File: config.mk
export PLATFORM = sky130hd
export DESIGN_NAME = ad9958_spi_responder
export DESIGN_NICKNAME = d
export VERILOG_FILES = /design/src/rtl/ad9958_spi_responder.sv
export SDC_FILE = /design/constraint.sdc
export NUM_CORES = 1
export LEC_CHECK = 0
export CORE_ASPECT_RATIO = 2
export CORE_MARGIN = 2
export CORE_UTILIZATION = 55
export CTS_CLUSTER_DIAMETER = 100
export DETAILED_ROUTE_END_ITERATION = 7
export MAX_ROUTING_LAYER = met4
export PLACE_DENSITY = 0.78
export SYNTH_ARGS = -nofsm -noshare
export SYNTH_HDL_FRONTEND = slang
export SYNTH_SLANG_ARGS = --single-unit
File: constraint.sdc
create_clock -name clock -period 8.56 [get_ports clock]
set_clock_uncertainty 0.15 [all_clocks]
set_input_delay 2.14 -clock clock [delete_from_list [all_inputs] [get_ports clock]]
set_output_delay 2.14 -clock clock [all_outputs]
set_load 0.05 [all_outputs]
File: src/rtl/ad9958_spi_responder.sv
// AD9958 serial control port responder: samples the SPI lines in the clock domain,
// decodes instruction/data phases into register buffers and commits them on io_update.
module ad9958_spi_responder #(
    parameter int SYNC_STAGES = 2
) (
    input  logic        clock,
    input  logic        reset,
    input  logic        sclk,
    input  logic        cs_n,
    input  logic [3:0]  sdio,
    input  logic        io_update,
    input  logic        master_reset,
    output logic [7:0]  csr,
    output logic [23:0] fr1,
    output logic [15:0] fr2,
    output logic [23:0] cfr_ch0,
    output logic [23:0] cfr_ch1,
    output logic [31:0] ftw_ch0,
    output logic [31:0] ftw_ch1,
    output logic [15:0] pow_ch0,
    output logic [15:0] pow_ch1,
    output logic [23:0] acr_ch0,
    output logic [23:0] acr_ch1,
    output logic        update_strobe,
    output logic        write_strobe,
    output logic [4:0]  last_addr,
    output logic        frame_error
);
    localparam logic [2:0] ST_IDLE    = 3'd0;
    localparam logic [2:0] ST_INSTR   = 3'd1;
    localparam logic [2:0] ST_DATA    = 3'd2;
    localparam logic [2:0] ST_COMMIT  = 3'd3;
    localparam logic [2:0] ST_DISCARD = 3'd4;

    // Packed serial-side inputs: {master_reset, io_update, cs_n, sclk, sdio[3:0]}; cs_n idles high.
    localparam logic [7:0]  SYNC_RST = 8'h20;
    localparam logic [23:0] CFR_DEF  = 24'h000302;

    logic [7:0] sync_q [SYNC_STAGES];
    logic [7:0] sync_s, prev_q;

    always_ff @(posedge clock) begin
        if (reset) begin
            for (int i = 0; i < SYNC_STAGES; i++) sync_q[i] <= SYNC_RST;
            prev_q <= SYNC_RST;
        end else begin
            sync_q[0] <= {master_reset, io_update, cs_n, sclk, sdio};
            for (int i = 1; i < SYNC_STAGES; i++) sync_q[i] <= sync_q[i-1];
            prev_q <= sync_s;
        end
    end

    assign sync_s = sync_q[SYNC_STAGES-1];

    logic       mr_s, cs_low, sclk_rise, cs_rise, iou_rise;
    logic [3:0] sdio_s;
    assign mr_s      = sync_s[7];
    assign cs_low    = ~sync_s[5];
    assign sdio_s    = sync_s[3:0];
    assign sclk_rise = sync_s[4] & ~prev_q[4];
    assign cs_rise   = sync_s[5] & ~prev_q[5];
    assign iou_rise  = sync_s[6] & ~prev_q[6];

    function automatic logic [5:0] reg_bits(input logic [4:0] addr);
        case (addr)
            5'd1, 5'd3, 5'd6: reg_bits = 6'd24;
            5'd2, 5'd5:       reg_bits = 6'd16;
            5'd4:             reg_bits = 6'd32;
            default:          reg_bits = 6'd8;
        endcase
    endfunction

    logic [2:0]  state_q, state_d;
    logic [5:0]  cnt_q, cnt_d, len_q, len_d, step, cnt_next;
    logic [31:0] sh_q, sh_d, sh_next, word, data_q, data_d;
    logic [1:0]  mode_q, mode_d;
    logic [4:0]  addr_q, addr_d, last_addr_q, last_addr_d;
    logic        eff_wide, eff_lsb, commit, frame_d, wstb_q, ferr_q;
    logic [7:0]  csr_q;

    always_comb begin
        state_d = state_q;
        cnt_d   = cnt_q;
        len_d   = len_q;
        sh_d    = sh_q;
        mode_d  = mode_q;
        addr_d  = addr_q;
        data_d  = data_q;
        frame_d = 1'b0;
        commit  = 1'b0;
        // The first instruction bit uses the live csr so a csr write earlier in the same frame applies.
        eff_wide = (state_q == ST_INSTR && cnt_q == 6'd0) ? (csr_q[2:1] == 2'b11) : mode_q[1];
        eff_lsb  = (state_q == ST_INSTR && cnt_q == 6'd0) ? csr_q[0] : mode_q[0];
        step     = eff_wide ? 6'd4 : 6'd1;
        cnt_next = cnt_q + step;
        if (eff_lsb) sh_next = eff_wide ? {sdio_s, sh_q[31:4]} : {sdio_s[0], sh_q[31:1]};
        else         sh_next = eff_wide ? {sh_q[27:0], sdio_s} : {sh_q[30:0], sdio_s[0]};
        word = eff_lsb ? (sh_next >> (6'd32 - len_q)) : sh_next;

        case (state_q)
            ST_IDLE: if (cs_low) begin
                state_d = ST_INSTR;
                cnt_d   = 6'd0;
                len_d   = 6'd8;
                sh_d    = '0;
            end
            ST_INSTR, ST_DATA: begin
                if (cs_rise) begin
                    state_d = ST_IDLE;
                    frame_d = !(state_q == ST_INSTR && cnt_q == 6'd0);
                end else if (sclk_rise) begin
                    sh_d  = sh_next;
                    cnt_d = cnt_next;
                    if (state_q == ST_INSTR && cnt_q == 6'd0) mode_d = {eff_wide, eff_lsb};
                    if (cnt_next >= len_q) begin
                        if (state_q == ST_DATA) begin
                            data_d  = word;
                            state_d = ST_COMMIT;
                        end else if (word[7] || word[4:0] > 5'd6) begin
                            state_d = ST_DISCARD;
                            frame_d = 1'b1;
                        end else begin
                            state_d = ST_DATA;
                            addr_d  = word[4:0];
                            len_d   = reg_bits(word[4:0]);
                            cnt_d   = 6'd0;
                            sh_d    = '0;
                        end
                    end
                end
            end
            ST_COMMIT: begin
                commit  = 1'b1;
                state_d = cs_low ? ST_INSTR : ST_IDLE;
                cnt_d   = 6'd0;
                len_d   = 6'd8;
                sh_d    = '0;
            end
            ST_DISCARD: if (!cs_low) state_d = ST_IDLE;
            default: state_d = ST_IDLE;
        endcase
        last_addr_d = commit ? addr_q : last_addr_q;
    end

    logic [23:0] fr1_buf_q, fr1_buf_d, fr1_act_q, fr1_act_d;
    logic [15:0] fr2_buf_q, fr2_buf_d, fr2_act_q, fr2_act_d;
    logic [23:0] cfr_buf_q [2], cfr_buf_d [2], cfr_act_q [2], cfr_act_d [2];
    logic [31:0] ftw_buf_q [2], ftw_buf_d [2], ftw_act_q [2], ftw_act_d [2];
    logic [15:0] pow_buf_q [2], pow_buf_d [2], pow_act_q [2], pow_act_d [2];
    logic [23:0] acr_buf_q [2], acr_buf_d [2], acr_act_q [2], acr_act_d [2];
    logic [7:0]  csr_d;
    logic        upd_q, upd_d;

    always_comb begin
        csr_d     = csr_q;
        fr1_buf_d = fr1_buf_q;  fr1_act_d = fr1_act_q;
        fr2_buf_d = fr2_buf_q;  fr2_act_d = fr2_act_q;
        cfr_buf_d = cfr_buf_q;  cfr_act_d = cfr_act_q;
        ftw_buf_d = ftw_buf_q;  ftw_act_d = ftw_act_q;
        pow_buf_d = pow_buf_q;  pow_act_d = pow_act_q;
        acr_buf_d = acr_buf_q;  acr_act_d = acr_act_q;
        upd_d     = 1'b0;
        if (commit) begin
            case (addr_q)
                5'd0: csr_d     = data_q[7:0];
                5'd1: fr1_buf_d = data_q[23:0];
                5'd2: fr2_buf_d = data_q[15:0];
                default: for (int ch = 0; ch < 2; ch++) begin
                    if (csr_q[6+ch]) begin
                        case (addr_q)
                            5'd3:    cfr_buf_d[ch] = data_q[23:0];
                            5'd4:    ftw_buf_d[ch] = data_q;
                            5'd5:    pow_buf_d[ch] = data_q[15:0];
                            5'd6:    acr_buf_d[ch] = data_q[23:0];
                            default: ;
                        endcase
                    end
                end
            endcase
        end
        // Copy from the next-state buffers so a same-cycle commit is visible at the outputs.
        if (iou_rise) begin
            fr1_act_d = fr1_buf_d;
            fr2_act_d = fr2_buf_d;
            cfr_act_d = cfr_buf_d;
            ftw_act_d = ftw_buf_d;
            pow_act_d = pow_buf_d;
            acr_act_d = acr_buf_d;
            upd_d     = 1'b1;
        end
    end

    // NOTE: the register file is small and must come up in known defaults, so every entry is reset.
    always_ff @(posedge clock) begin
        if (reset || mr_s) begin
            state_q     <= ST_IDLE;
            cnt_q       <= '0;
            len_q       <= 6'd8;
            sh_q        <= '0;
            mode_q      <= '0;
            addr_q      <= '0;
            data_q      <= '0;
            last_addr_q <= '0;
            wstb_q      <= 1'b0;
            ferr_q      <= 1'b0;
            upd_q       <= 1'b0;
            csr_q       <= 8'hF0;
            fr1_buf_q   <= '0;
            fr1_act_q   <= '0;
            fr2_buf_q   <= '0;
            fr2_act_q   <= '0;
            for (int ch = 0; ch < 2; ch++) begin
                cfr_buf_q[ch] <= CFR_DEF;
                cfr_act_q[ch] <= CFR_DEF;
                ftw_buf_q[ch] <= '0;
                ftw_act_q[ch] <= '0;
                pow_buf_q[ch] <= '0;
                pow_act_q[ch] <= '0;
                acr_buf_q[ch] <= '0;
                acr_act_q[ch] <= '0;
            end
        end else begin
            state_q     <= state_d;
            cnt_q       <= cnt_d;
            len_q       <= len_d;
            sh_q        <= sh_d;
            mode_q      <= mode_d;
            addr_q      <= addr_d;
            data_q      <= data_d;
            last_addr_q <= last_addr_d;
            wstb_q      <= commit;
            ferr_q      <= frame_d;
            upd_q       <= upd_d;
            csr_q       <= csr_d;
            fr1_buf_q   <= fr1_buf_d;
            fr1_act_q   <= fr1_act_d;
            fr2_buf_q   <= fr2_buf_d;
            fr2_act_q   <= fr2_act_d;
            cfr_buf_q   <= cfr_buf_d;
            cfr_act_q   <= cfr_act_d;
            ftw_buf_q   <= ftw_buf_d;
            ftw_act_q   <= ftw_act_d;
            pow_buf_q   <= pow_buf_d;
            pow_act_q   <= pow_act_d;
            acr_buf_q   <= acr_buf_d;
            acr_act_q   <= acr_act_d;
        end
    end

    assign csr           = csr_q;
    assign fr1           = fr1_act_q;
    assign fr2           = fr2_act_q;
    assign cfr_ch0       = cfr_act_q[0];
    assign cfr_ch1       = cfr_act_q[1];
    assign ftw_ch0       = ftw_act_q[0];
    assign ftw_ch1       = ftw_act_q[1];
    assign pow_ch0       = pow_act_q[0];
    assign pow_ch1       = pow_act_q[1];
    assign acr_ch0       = acr_act_q[0];
    assign acr_ch1       = acr_act_q[1];
    assign update_strobe = upd_q;
    assign write_strobe  = wstb_q;
    assign last_addr     = last_addr_q;
    assign frame_error   = ferr_q;
endmodule

# Word-level counts from Yosys, hierarchy flattened
# Memory sizes are Yosys's and may differ from the RTL's.
# Cells that the tools add are included.
[totals]
ram_bits = 16
input_bits = 10
ff_bits = 573
memories = 1
output_inout_bits = 248
elab_cells = 175
[memory_table]
columns = ["name", "words", "word_bits", "rd", "rd_clocked_by_memory_dff", "write_ports", "line_no", "text"]
rows = [
  ["sync_q", 2, 8, 2, 0, 2, "39", "logic [7:0] sync_q [SYNC_STAGES];"],
]
[op_classes]
n_eq_ne = 26
magnitude_cmp = 2
muxes = 78
bitwise = 12
n_reduce_logical = 20
n_addsub = 2
shift = 1
[ops]
columns = ["cell", "n"]
rows = [
  ["$mux W32", 16],
  ["$mux W24", 10],
  ["$mux W48", 4],
  ["$mux W64", 2],
  ["$mux W16", 6],
  ["$pmux W32 S3", 1],
  ["$mux W6", 12],
  ["$pmux W6 S3", 3],
  ["$shr A32 B6 Y32", 1],
  ["$eq A5 B3 Y1 const B", 6],
  ["$mux W3", 8],
  ["$eq A5 B2 Y1 const B", 4],
  ["$mux W8", 2],
  ["$ne A2 B2 Y1 const B", 7],
  ["$mux W1", 13],
  ["$pmux W3 S4", 1],
  ["$reduce_and A4 Y1", 3],
  ["$eq A5 B1 Y1 const B", 2],
  ["$not A1 Y1", 7],
  ["$reduce_and A7 Y1", 1],
  ["$add A6 B3 Y6", 1],
  ["$eq A3 B2 Y1 const B", 2],
  ["$ge A6 B6 Y1", 1],
  ["$logic_not A6 Y1", 1],
  ["other kinds (19)", 27],
]

# Logic depth before layout (Yosys ltp)
[depth]
ltp_word = 16
mapped_depth = 26
mapped_depth_nobuf = 17

# Worst setup path after synthesis
# OpenSTA, ideal clock, no wires.
[synth_timing]
path_type = "register -> register"
start = "reg csr_q[1], in the netlist csr[1]"
end = "reg data_q[1]"
slack_ns = 2.724
stages_incl_launch_ff = 25
t_required_ns = 8.340
arrival_ns = 5.616
setup_ns = 0.070
period_less_slack_ns = 5.836
n_path_buf = 8
cell_sequence = "dfxtp_1 or4bb_1 nor4_4 nor2_8 clkinv_4 buf_2 buf_2 buf_2 buf_2 buf_2 ha_1 a31oi_1 xor2_1 ha_1 inv_1 o41ai_1 a21o_1 a21o_1 and2_1 and3_1 clkbuf_1 clkbuf_1 clkbuf_1 nand2_1 a21oi_1"
[synth_via]
elab_chain_len = 6
elab_cells_between_ends = 11
classes_between = "1 x add/sub; 1 x order compare; 1 x eq/ne; 1 x shift; 6 x mux; 1 x reduce/logical"
[synth_lines]
columns = ["item", "line_no", "text"]
rows = [
  ["start: declaration", "79", "logic [7:0] csr_q;"],
  ["start signal: assignment", "234", "csr_q <= csr_d;"],
  ["$eq A2 B2 Y1 (*)", "92", "eff_wide = (state_q == ST_INSTR && cnt_q == 6'd0) ? (csr_q[2:1] == 2'b11) : mode_q[1];"],
  ["$mux W1 (*)", "92", ""],
  ["via eff_wide", "78", "logic eff_wide, eff_lsb, commit, frame_d, wstb_q, ferr_q;"],
  ["$mux W3 (tied with other cells)", "94", "step = eff_wide ? 6'd4 : 6'd1;"],
  ["$add A6 B3 Y6 / $mux W32 (equally long branches)", "95, 96", ""],
  ["$ge A6 B6 Y1 / $shr A32 B6 Y32 (equally long branches)", "115, 98", ""],
  ["$reduce_and A5 Y1 (no line) / $mux W32 (equally long branches)", "n/a", ""],
  ["end signal: assignment", "229", "data_q <= data_d;"],
  ["end: declaration", "75", "logic [31:0] sh_q, sh_d, sh_next, word, data_q, data_d;"],
]
# The timed path passes the listed nets; every way through them passes the cells marked *.
# A chain may end at the register's enable or synchronous reset.

# Worst setup path after layout
[layout_timing]
start = "reg state_q[1]"
end = "reg data_q[25]"
[layout_via]
elab_chain_len = 7
elab_cells_between_ends = 15
classes_between = "1 x add/sub; 1 x order compare; 2 x eq/ne; 1 x shift; 7 x mux; 3 x reduce/logical"
[layout_lines]
columns = ["item", "line_no", "text"]
rows = [
  ["start: declaration", "73", "logic [2:0] state_q, state_d;"],
  ["start signal: assignment", "223", "state_q <= state_d;"],
  ["$eq A3 B1 Y1", "92, 93, 100", ""],
  ["$logic_and A1 B1 Y1", "92, 93", ""],
  ["$mux W1", "92", ""],
  ["$mux W3 (tied with other cells)", "94", ""],
  ["$add A6 B3 Y6 / $mux W32 (equally long branches)", "95, 96", ""],
  ["$ge A6 B6 Y1 / $shr A32 B6 Y32 (equally long branches)", "115, 98", ""],
  ["$reduce_and A5 Y1 (no line) / $mux W32 (equally long branches)", "n/a", ""],
]
# Parallel ways exist; a longest one is shown, timed or not.

==> impl_results.md <==
* Area growth, synth to finish at 19.24%
* Sequential area share after synthesis at 51.53%
* Core region area at 0.04086 sq mm
* Largest net degree at the start of global routing at 245
* All-layer global routing usage at 35.26%
* Initial Util at 55.34%
* Root buffer cell: clkbuf_16
* Share of cells above drive strength 1 at 5.607%
* Filler cells at 3,388
* Unique masters post-synth at 71
* Synthesized net count at 2,458
* Port Buf Inserts at 257
* CTS Buf Count at 48
* P per Cell Area at 209.5 mW/mm^2
* Max cap viols at 0
* Placed wire-length estimate at 51,950 um
* Mapped Avg Cell Area at 9.263 sq um
* Final Hold Vio Count at 0
* Synth warnings at 0
* Crit path arrival time at 6.37 ns
* Residual DRC at 0
* Outcome: finished, final reports clean
* Pleak at 0.01058 uW
* Die X at 147.4 um
* Top cells by area, synth: dfxtp_1 52%, mux2i_1 11%, nor2_1 8.8%
* Crit Path Max Fanout at 55
* Slew margin rel. at 11.32%
* Period utilisation layout at 70.97%
* Mapped cell area at 0.02261 sq mm
* Post-CTS Setup Inserts at 0
* CP startpoint kind: flip-flop
* Required @ worst endpoint at 8.85 ns
* Met3 usage in global routing at 4.333%
* RSZ-0062 raised after global routing: false
* ANT nets after route at 0
* Clock Sink Count at 582
* CTS tree: built
* Clk_lat worst skew at 0.59 ns
* Routing usage on met1 at 36.06%
* Syn Inst Count at 2,441
* Finish-stage setup viols at 0
* Post-synthesis compound-gate area fraction at 15.75%
* H-tree Lvls at 2
* Layout Nets at 2,563
* Final wirelength at 75,100 um
* Worst hold margin at 0.2643 ns
* Post-CTS Hold Buffers at 0
* # resized after CTS at 0
* Mux contribution to synthesized area at 12.02%
* Min cycle time layout at 6.075 ns
* Die Area at 0.04285 sq mm
* Vias per inst at 6.022
* Slew Limit Fails at 0
* Flops & latches, synth at 582
* Vias at 18,800
* Die Span Y at 290.7 um
* Global-route wire length before repair at 111,800 um
* Post-synthesis simple-gate area fraction at 15.80%
* Ports at 258
* Final GP Congestion at 0.9939
* Main synth FF type: dfxtp_1
* CTS clk-pin slew, worst paths at 0.07 ns
* Wire per inst at 24.06 um
* Rows at 105
* Initial drt markers at 1,446
* Vias in the first global route at 18,020
* Crit path kind: reg2reg
* ANT cells at 0
* First-pass DRT Iterations at 7
* Gr busiest metal: met2
* Cell taking the most area after synthesis: dfxtp_1
* Worst hold path type: reg2reg
* Xor/xnor cell area share of the yosys netlist at 0.2712%
* Remaining Overflow, GRT at 0
* Largest family of logic cells by synthesized area: simple AND/OR/NAND/NOR gates
* Worst Tran Pin Value at 1.328 ns
* Post-synth top area share at 51.53%
* Count leader, synth: dfxtp_1
* Grt met2 use at 61.84%
* Async SR Flop Fraction at 0%
* Peak supply drop at 0.1625 mV
* Synth top cells by count: 582 x dfxtp_1, 532 x nor2_1, 260 x a211oi_1, 258 x mux2i_1, 192 x clkbuf_1
* Fin Setup TNS at 0 ns
* Fmax at 164.6 MHz
* Adder-cell share of the synthesized area at 0.3874%
* Post-synth EDFFs at 0
* Clock Path Buffers at 3
* Crit path capture type: flip-flop
* Antenna violations before repair at 0
cell type report:
| cell class | count | area [sq um] | area share (%) |
|---|---|---|---|
| clock inverter | 24 | 347.8 | 1.290 |
| clock buffer | 66 | 1400 | 5.193 |
| inverter | 16 | 65.06 | 0.2413 |
| sequential | 582 | 11650 | 43.22 |
| tap | 535 | 669.4 | 2.483 |
| timing repair buffer | 280 | 2783 | 10.32 |
| multi-input combinational | 1618 | 10040 | 37.26 |
critical path: stages, from the launching register on:
cell	delay (ns)
dfxtp_1	0.52
nand2b_1	0.46
nor4_4	0.74
nor2_8	0.14
clkinv_4	0.06
buf_4	0.57
ha_1	0.40
a31oi_1	0.40
xor2_1	0.13
ha_1	0.30
inv_1	0.04
o41ai_1	0.37
a21o_1	0.17
a21o_1	0.14
and2_1	0.22
nand3_1	0.55
a211oi_1	0.46
nor3_1	0.07
final timing paths:
path                                               from  cells past startpoint  slack [ns]                        to
worst max-delay path            state_q[1]$_SDFFE_PP0P_                     17        2.48   data_q[25]$_SDFFE_PP0P_
worst min-delay path            sync_q[0][5]$_SDFF_PP1_                      1        0.26  sync_q[0][13]$_SDFF_PP1_
worst max register to register  state_q[1]$_SDFFE_PP0P_                     17        2.48   data_q[25]$_SDFFE_PP0P_
worst min register to register  sync_q[0][5]$_SDFF_PP1_                      1        0.26  sync_q[0][13]$_SDFF_PP1_
state kept, by name, indices dropped and copies added (netlist names), 32 cells and up:
register	flops
sh_q	32
ftw_buf_q	64
cfr_buf_q	48
ftw_ch0	32
ftw_ch1	32
acr_buf_q	48
data_q	32
pow_buf_q	32
per-layer routing:
| layer | vias up | routed length, um |
|---|---|---|
| li1 | 8801 | - |
| met2 | 773 | 38670 |
| met4 | 0 | 6579 |
| met1 | 8952 | 26100 |
| met5 | - | 0 |
| met3 | 270 | 3747 |
placed cells by master, fill, tap and decap left out, types with 10 or more instances in the layout:
| cell | count |
|---|---|
| a211oi_1 | 260 |
| nor3_1 | 27 |
| clkdlybuf4s50_1 | 257 |
| a31oi_1 | 10 |
| nor2b_1 | 21 |
| nand2_1 | 140 |
| clkbuf_16 | 49 |
| nor4_1 | 12 |
| a21oi_1 | 64 |
| clkinv_2 | 10 |
| inv_1 | 15 |
| mux2i_1 | 258 |
| buf_4 | 20 |
| clkbuf_8 | 11 |
| o21ai_0 | 42 |
| a22o_1 | 18 |
| nand2b_1 | 17 |
| and3_1 | 13 |
| o221ai_1 | 10 |
| o211ai_1 | 14 |
| or3_1 | 12 |
| nand3_1 | 28 |
| nor2_1 | 529 |
| dfxtp_1 | 582 |
| o21ai_1 | 10 |
through the flow:
stage	cells	util, %	area [sq um]	setup WS, ns	total power, uW
after floorplan	2441	-	22610	2.724	3147
after global placement	3031	61.71	25210	2.726	3290
after detailed placement	3031	61.71	25210	2.622	3297
after CTS	3121	65.99	26960	2.578	5675
after global routing	3121	65.99	26960	2.097	5803
final	3121	65.99	26960	2.485	5649
logic make-up (layout without fill, tap and decap cells):
group                      count (synthesis)  in the layout
adders and majority gates                  7              7
DFF                                      582            582
buffers and inverters                    241            386
AOI/OAI and AO/OA                        498            498
xor gates and xnor gates                   7              7
and+or+nand+nor                          839            839
muxes                                    267            267
where the power goes:
group | internal, uW | leakage [uW] | switching (uW)
clock network | 1370 | 0.000859 | 1040
logic | 126 | 0.00501 | 312
registers | 2760 | 0.00471 | 38.8
(Power assumes the default switching activity.)
==> variant 1, RTL diff (same flow settings) <==
`SYNC_STAGES`: 2 -> 4.
--- a/src/rtl/ad9958_spi_responder.sv
+++ b/src/rtl/ad9958_spi_responder.sv
@@ -1,7 +1,7 @@
 // AD9958 serial control port responder: samples the SPI lines in the clock domain,
 // decodes instruction/data phases into register buffers and commits them on io_update.
 module ad9958_spi_responder #(
-    parameter int SYNC_STAGES = 2
+    parameter int SYNC_STAGES = 4
 ) (
     input  logic        clock,
     input  logic        reset,
Check against the original RTL: not equivalent (Yosys sat finds a counterexample within 4 cycles, from zero or initial values and one cycle with reset high).
==> variant 1 against the original RTL <==
  * Sequential cell count is 16 higher
  * Final area is 1.1% higher
  * Routed wire length is 0.58% lower
  * Worst setup slack better by 0.38 ns
  * Synthesized area is 1.5% higher
  * Total power is 4.3% lower
  * Count of clock-buffer cells in the layout is 2 higher
  * Largest cell class unchanged
  * Largest power group unchanged
==> variant 1: results (changes against the original RTL) <==
| Metric | Value |
|---|---|
| CTS Buf Count | `49 (+2.1%)` |
| CTS resizes | `0 (unchanged)` |
| Rel. slew slack | `17.5% (+6.2 points)` |
| Vias in the first global route | `18400 (+2.0%)` |
| Initial DRC Count | `1307 (-9.6%)` |
| Leak | `0.0107 uW (+0.77%)` |
| Outcome | `completed` |
| Distinct cells, synth | `83 (+17%)` |
| Setup bufs post-CTS | `0 (unchanged)` |
| DP HPWL | `51600 um (-0.60%)` |
| Wirelength per Cell | `24.0 um (-0.29%)` |
| Largest net degree at the start of global routing | `240 (-2.0%)` |
| Synth top cells by count | `dfxtp_1 (598), nor2_1 (516), mux2i_1 (267)` |
| Vias | `18700 (-0.52%)` |
| Sequential area share after synthesis | `52.1% (+0.61 points)` |
| Global-route usage over all layers | `34.7% (-0.52 points)` |
| Nets | `2555 (-0.31%)` |
| Crit-path max FO | `58 (+5.5%)` |
| Peak VDD IR | `0.174 mV (+7.0%)` |
| WP data arrival | `5.96 ns (-0.41 ns)` |
| Global-route wire length before repair | `111000 um (-0.57%)` |
| DR pass1 iterations | `5 (-2)` |
| Initial antenna violation count | `0 (unchanged)` |
| Synth Net Count | `2437 (-0.85%)` |
| Layout cells sized above 1 | `6.33% (+0.72 points)` |
| Ranking of synthesized cells by area | `dfxtp_1 (52%), mux2i_1 (12%), nor2_1 (8.4%)` |
| Final Wtd Congestion | `1.01 (+1.7%)` |
| Fillers | `3256 (-3.9%)` |
| Post-place instance area | `25600 um^2 (+1.4%)` |
-- variant 1: cell types whose count changed in the layout (fill, tap and decap cells not counted), sizes merged, moves of 11 or more --
cell   delta
nor2b    +11
o21ai    +11
a22o     +11
nand2    -17
nor3     -11
dfxtp    +16
nor2     -15
-- variant 1: area by class of cell --
class                           instances  area (um^2)  share of cell area, %
Sequential cell                       598        12000                   43.9
Multi-Input combinational cell       1591        10100                   37.0
Timing Repair Buffer                  283         2790                   10.2
Clock buffer                           68         1380                   5.05
Tap cell                              535          669                   2.46
Clock inverter                         22          298                   1.09
Inverter                               15         58.8                  0.216
-- variant 1: cell families after synthesis --
group / after synthesis / share of synthesized area [%]
AO/OA/AOI/OAI: 517 / 16.3
XOR/XNOR: 7 / 0.267
adder cells (fa/ha/maj): 7 / 0.381
buffers and inverters: 231 / 4.07
flip-flops: 598 / 52.1
multiplexers: 274 / 12.0
AND/OR/NAND/NOR: 786 / 14.8
-- variant 1: metrics by stage --
stage | setup WS (ns) | utilization, % | hold WS [ns] | instances
floorplan | 3.03 | - | 0.239 | 2420
finish | 2.87 | 66.3 | 0.263 | 3112
global route | 2.45 | 66.3 | 0.286 | 3112
detailed placement | 2.95 | 62.2 | 0.247 | 3022
CTS | 2.94 | 66.3 | 0.265 | 3112
global placement | 3.18 | 62.2 | 0.245 | 3022
-- variant 1: report_power, final --
| group | internal [uW] | switching [uW] | total, uW |
|---|---|---|---|
| clock network | 1290 | 1040 | 2340 |
| logic | 67.5 | 175 | 243 |
| registers | 2810 | 18.4 | 2830 |
-- variant 1: metal layers --
layer	part of all wire, %	GRT usage [%]
met4	9.0	24.9
met5	0	-
met2	52	61.8
met3	4.5	3.88
met1	35	34.9
-- variant 1: worst max-delay path: stages (launching register included) --
cell      delay [ns]
dfxtp_1         0.53
nor3b_2         0.58
a31oi_2         0.32
nor2_4          0.21
buf_4           0.56
ha_1            0.32
a31oi_1         0.19
xor2_1          0.19
ha_1            0.30
inv_1           0.04
o41ai_1         0.39
a21o_1          0.17
a21oi_1         0.12
nor2_1          0.33
and4_1          0.25
buf_4           0.45
o221ai_1        0.24
o21ai_0         0.12
nor2_1          0.05
-- variant 1: worst paths after layout --
kind,cells after the start,startpoint,end,slack [ns]
worst max register to register,18,state_q[0],data_q[31],2.87
worst min-delay path,1,sync_q[0][5],sync_q[1][5],0.26
worst max-delay path,18,state_q[0],data_q[31],2.87
worst min register to register,1,sync_q[0][5],sync_q[1][5],0.26
==> variant 2, RTL diff (same flow settings) <==
Without the edit above. Put a register stage on the output `pow_ch0`, with the module's reset. The value now appears one clock later. The other outputs are not delayed to match.
--- a/src/rtl/ad9958_spi_responder.sv
+++ b/src/rtl/ad9958_spi_responder.sv
@@ -254,7 +254,13 @@
     assign cfr_ch1       = cfr_act_q[1];
     assign ftw_ch0       = ftw_act_q[0];
     assign ftw_ch1       = ftw_act_q[1];
-    assign pow_ch0       = pow_act_q[0];
+    always_ff @(posedge clock) begin
+        if (reset) begin
+            pow_ch0 <= '0;
+        end else begin
+            pow_ch0 <= pow_act_q[0];
+        end
+    end
     assign pow_ch1       = pow_act_q[1];
     assign acr_ch0       = acr_act_q[0];
     assign acr_ch1       = acr_act_q[1];
Function: same outputs for any inputs over 4 cycles, from zero or initial values and one cycle with reset high; that may be too few to reach the edited logic, so the function may still have changed.
==> variant 2 against the original RTL <==
  * Routed wire length grew 0.74%
  * Worst setup slack improved by 0.15 ns
  * Synthesized cell count is 2.7% higher
  * Sequential cell count rose by 16
  * Final area increased by 0.90%
  * Count of clock-buffer cells in the layout grew 4
  * Synthesized area rose by 2.2%
  * Total power is 2.6% lower
  * Die area rose by 2.1%
  * Critical path type unchanged
  * Critical endpoint is now data_q[26]
  * Highest routed layer unchanged
==> variant 2: results (changes against the original RTL) <==
| Metric | Value |
|---|---|
| GRT met1 Usage | `36.0% (-0.044 points)` |
| Layout cells sized above 1 | `5.27% (-0.33 points)` |
| Min-delay worst type | `flop to flop` |
| Global-route usage over all layers | `35.0% (-0.24 points)` |
| Vias in the first global route | `18400 (+2.1%)` |
| Setup WS pre-CTS | `2.76 ns (+0.139 ns)` |
| CP max stage cell | `or4_1` |
| Fillers | `3506 (+3.5%)` |
| Syn. warnings | `0 (unchanged)` |
| Grt met2 use | `61.1% (-0.73 points)` |
| Met2 WL | `39000 um (+0.90%)` |
| Sequential area share after synthesis | `51.8% (+0.30 points)` |
| DR pass1 iterations | `5 (-2)` |
| CTS Buf Count | `49 (+2.1%)` |
| Distinct cells, synth | `78 (+9.9%)` |
| Crit path max-delay family | `simple AND/OR/NAND/NOR gates` |
| Largest net degree at the start of global routing | `249 (+1.6%)` |
| Nets | `2623 (+2.3%)` |
| Outcome | `completed` |
| DP HPWL | `53400 um (+2.8%)` |
| Vias | `18900 (+0.44%)` |
| Leak | `0.0103 uW (-2.3%)` |
| Wirelength per Cell | `23.8 um (-1.0%)` |
| Peak VDD IR | `0.176 mV (+8.0%)` |
| Initial DRC Count | `1333 (-7.8%)` |
| Clk_lat worst skew | `0.59 ns (about the same)` |
| Crit-path max FO | `60 (+9.1%)` |
| Reg clk slew, reported paths | `0.07 ns (about the same)` |
| Ranking of synthesized cells by area | `dfxtp_1 (52%), mux2i_1 (11%), nor2_1 (8.9%)` |
| M1 WL | `26600 um (+2.1%)` |
| Synth top cells by count | `dfxtp_1 (598), nor2_1 (545), a211oi_1 (256)` |
| Top Registers | `ftw_buf_q: 64 flops, acr_buf_q: 48 flops, cfr_buf_q: 48 flops` |
| # diodes | `0 (unchanged)` |
| Switching Fraction | `24.8% (+0.14 points)` |
| Final Wtd Congestion | `1.04 (+4.8%)` |
| H-tree depth | `2 (unchanged)` |
| Met3 Wirelength | `3340 um (-11%)` |
| WP data arrival | `6.18 ns (-0.19 ns)` |
| Top Metal Used | `met4` |
| CTS resizes | `0 (unchanged)` |
| Met3 global-route usage | `4.02% (-0.32 points)` |
| CTS Root Cell | `clkbuf_16` |
| Global-route wire length before repair | `112000 um (+0.59%)` |
| Fraction of registers with async set/reset | `0% (unchanged)` |
| Setup bufs post-CTS | `0 (unchanged)` |
| Rel. slew slack | `23.4% (+12 points)` |
| Synth Net Count | `2523 (+2.6%)` |
| CP peak stage delay | `0.65 ns (-0.09 ns)` |
| Top_reg_cell synth | `dfxtp_1` |
[variant 2: cell types whose count changed after synthesis, moves of 7 or more]
cell	change
a21oi_1	+32
buf_4	+18
dfxtp_1	+16
mux2i_1	-7
nor2_1	+13
nor2b_1	+20
nor4_1	-8
o31a_1	-7
[variant 2: worst paths after layout]
check / startpoint / slack, ns / cells past startpoint / endpoint
hold / removal: sync_q[0][5] / 0.27 / 1 / sync_q[0][13]
setup / recovery: state_q[1] / 2.64 / 19 / data_q[26]
setup reg to reg: state_q[1] / 2.64 / 19 / data_q[26]
hold reg to reg: sync_q[0][5] / 0.27 / 1 / sync_q[0][13]
[variant 2: kinds of logic (layout without fill, tap and decap cells)]
family | count (synthesis) | in the layout | share of synthesized area [%]
fa+ha+maj | 7 | 7 | 0.379
simple gates | 854 | 854 | 15.7
mux | 257 | 257 | 11.2
buf+inv | 261 | 391 | 4.69
flops | 598 | 598 | 51.8
compound gates | 522 | 522 | 16.0
xor+xnor | 7 | 7 | 0.265
[variant 2: final cells by class]
type                            instances  area share, %
Clock inverter                         11          0.446
Inverter                               21          0.290
Clock buffer                           70           5.17
Timing Repair Buffer                  289           10.5
Sequential cell                       598           44.0
Multi-Input combinational cell       1647           37.1
Tap cell                              540           2.48
[variant 2: power by group through the flow]
stage          logic, uW  registers (uW)  clock network (uW)
2_1_floorplan        160            3070                   0
3_3_place_gp         434            2940                   0
3_5_place_dp         440            2940                   0
4_1_cts              441            2870                2210
5_1_grt              468            2880                2320
6_report             440            2870                2190
[variant 2: stage by stage]
| step | instances | instance area (um^2) |
|---|---|---|
| 2_1_floorplan | 2506 | 23100 |
| 3_3_place_gp | 3095 | 25700 |
| 3_5_place_dp | 3095 | 25700 |
| 4_1_cts | 3176 | 27200 |
| 5_1_grt | 3176 | 27200 |
| 6_report | 3176 | 27200 |
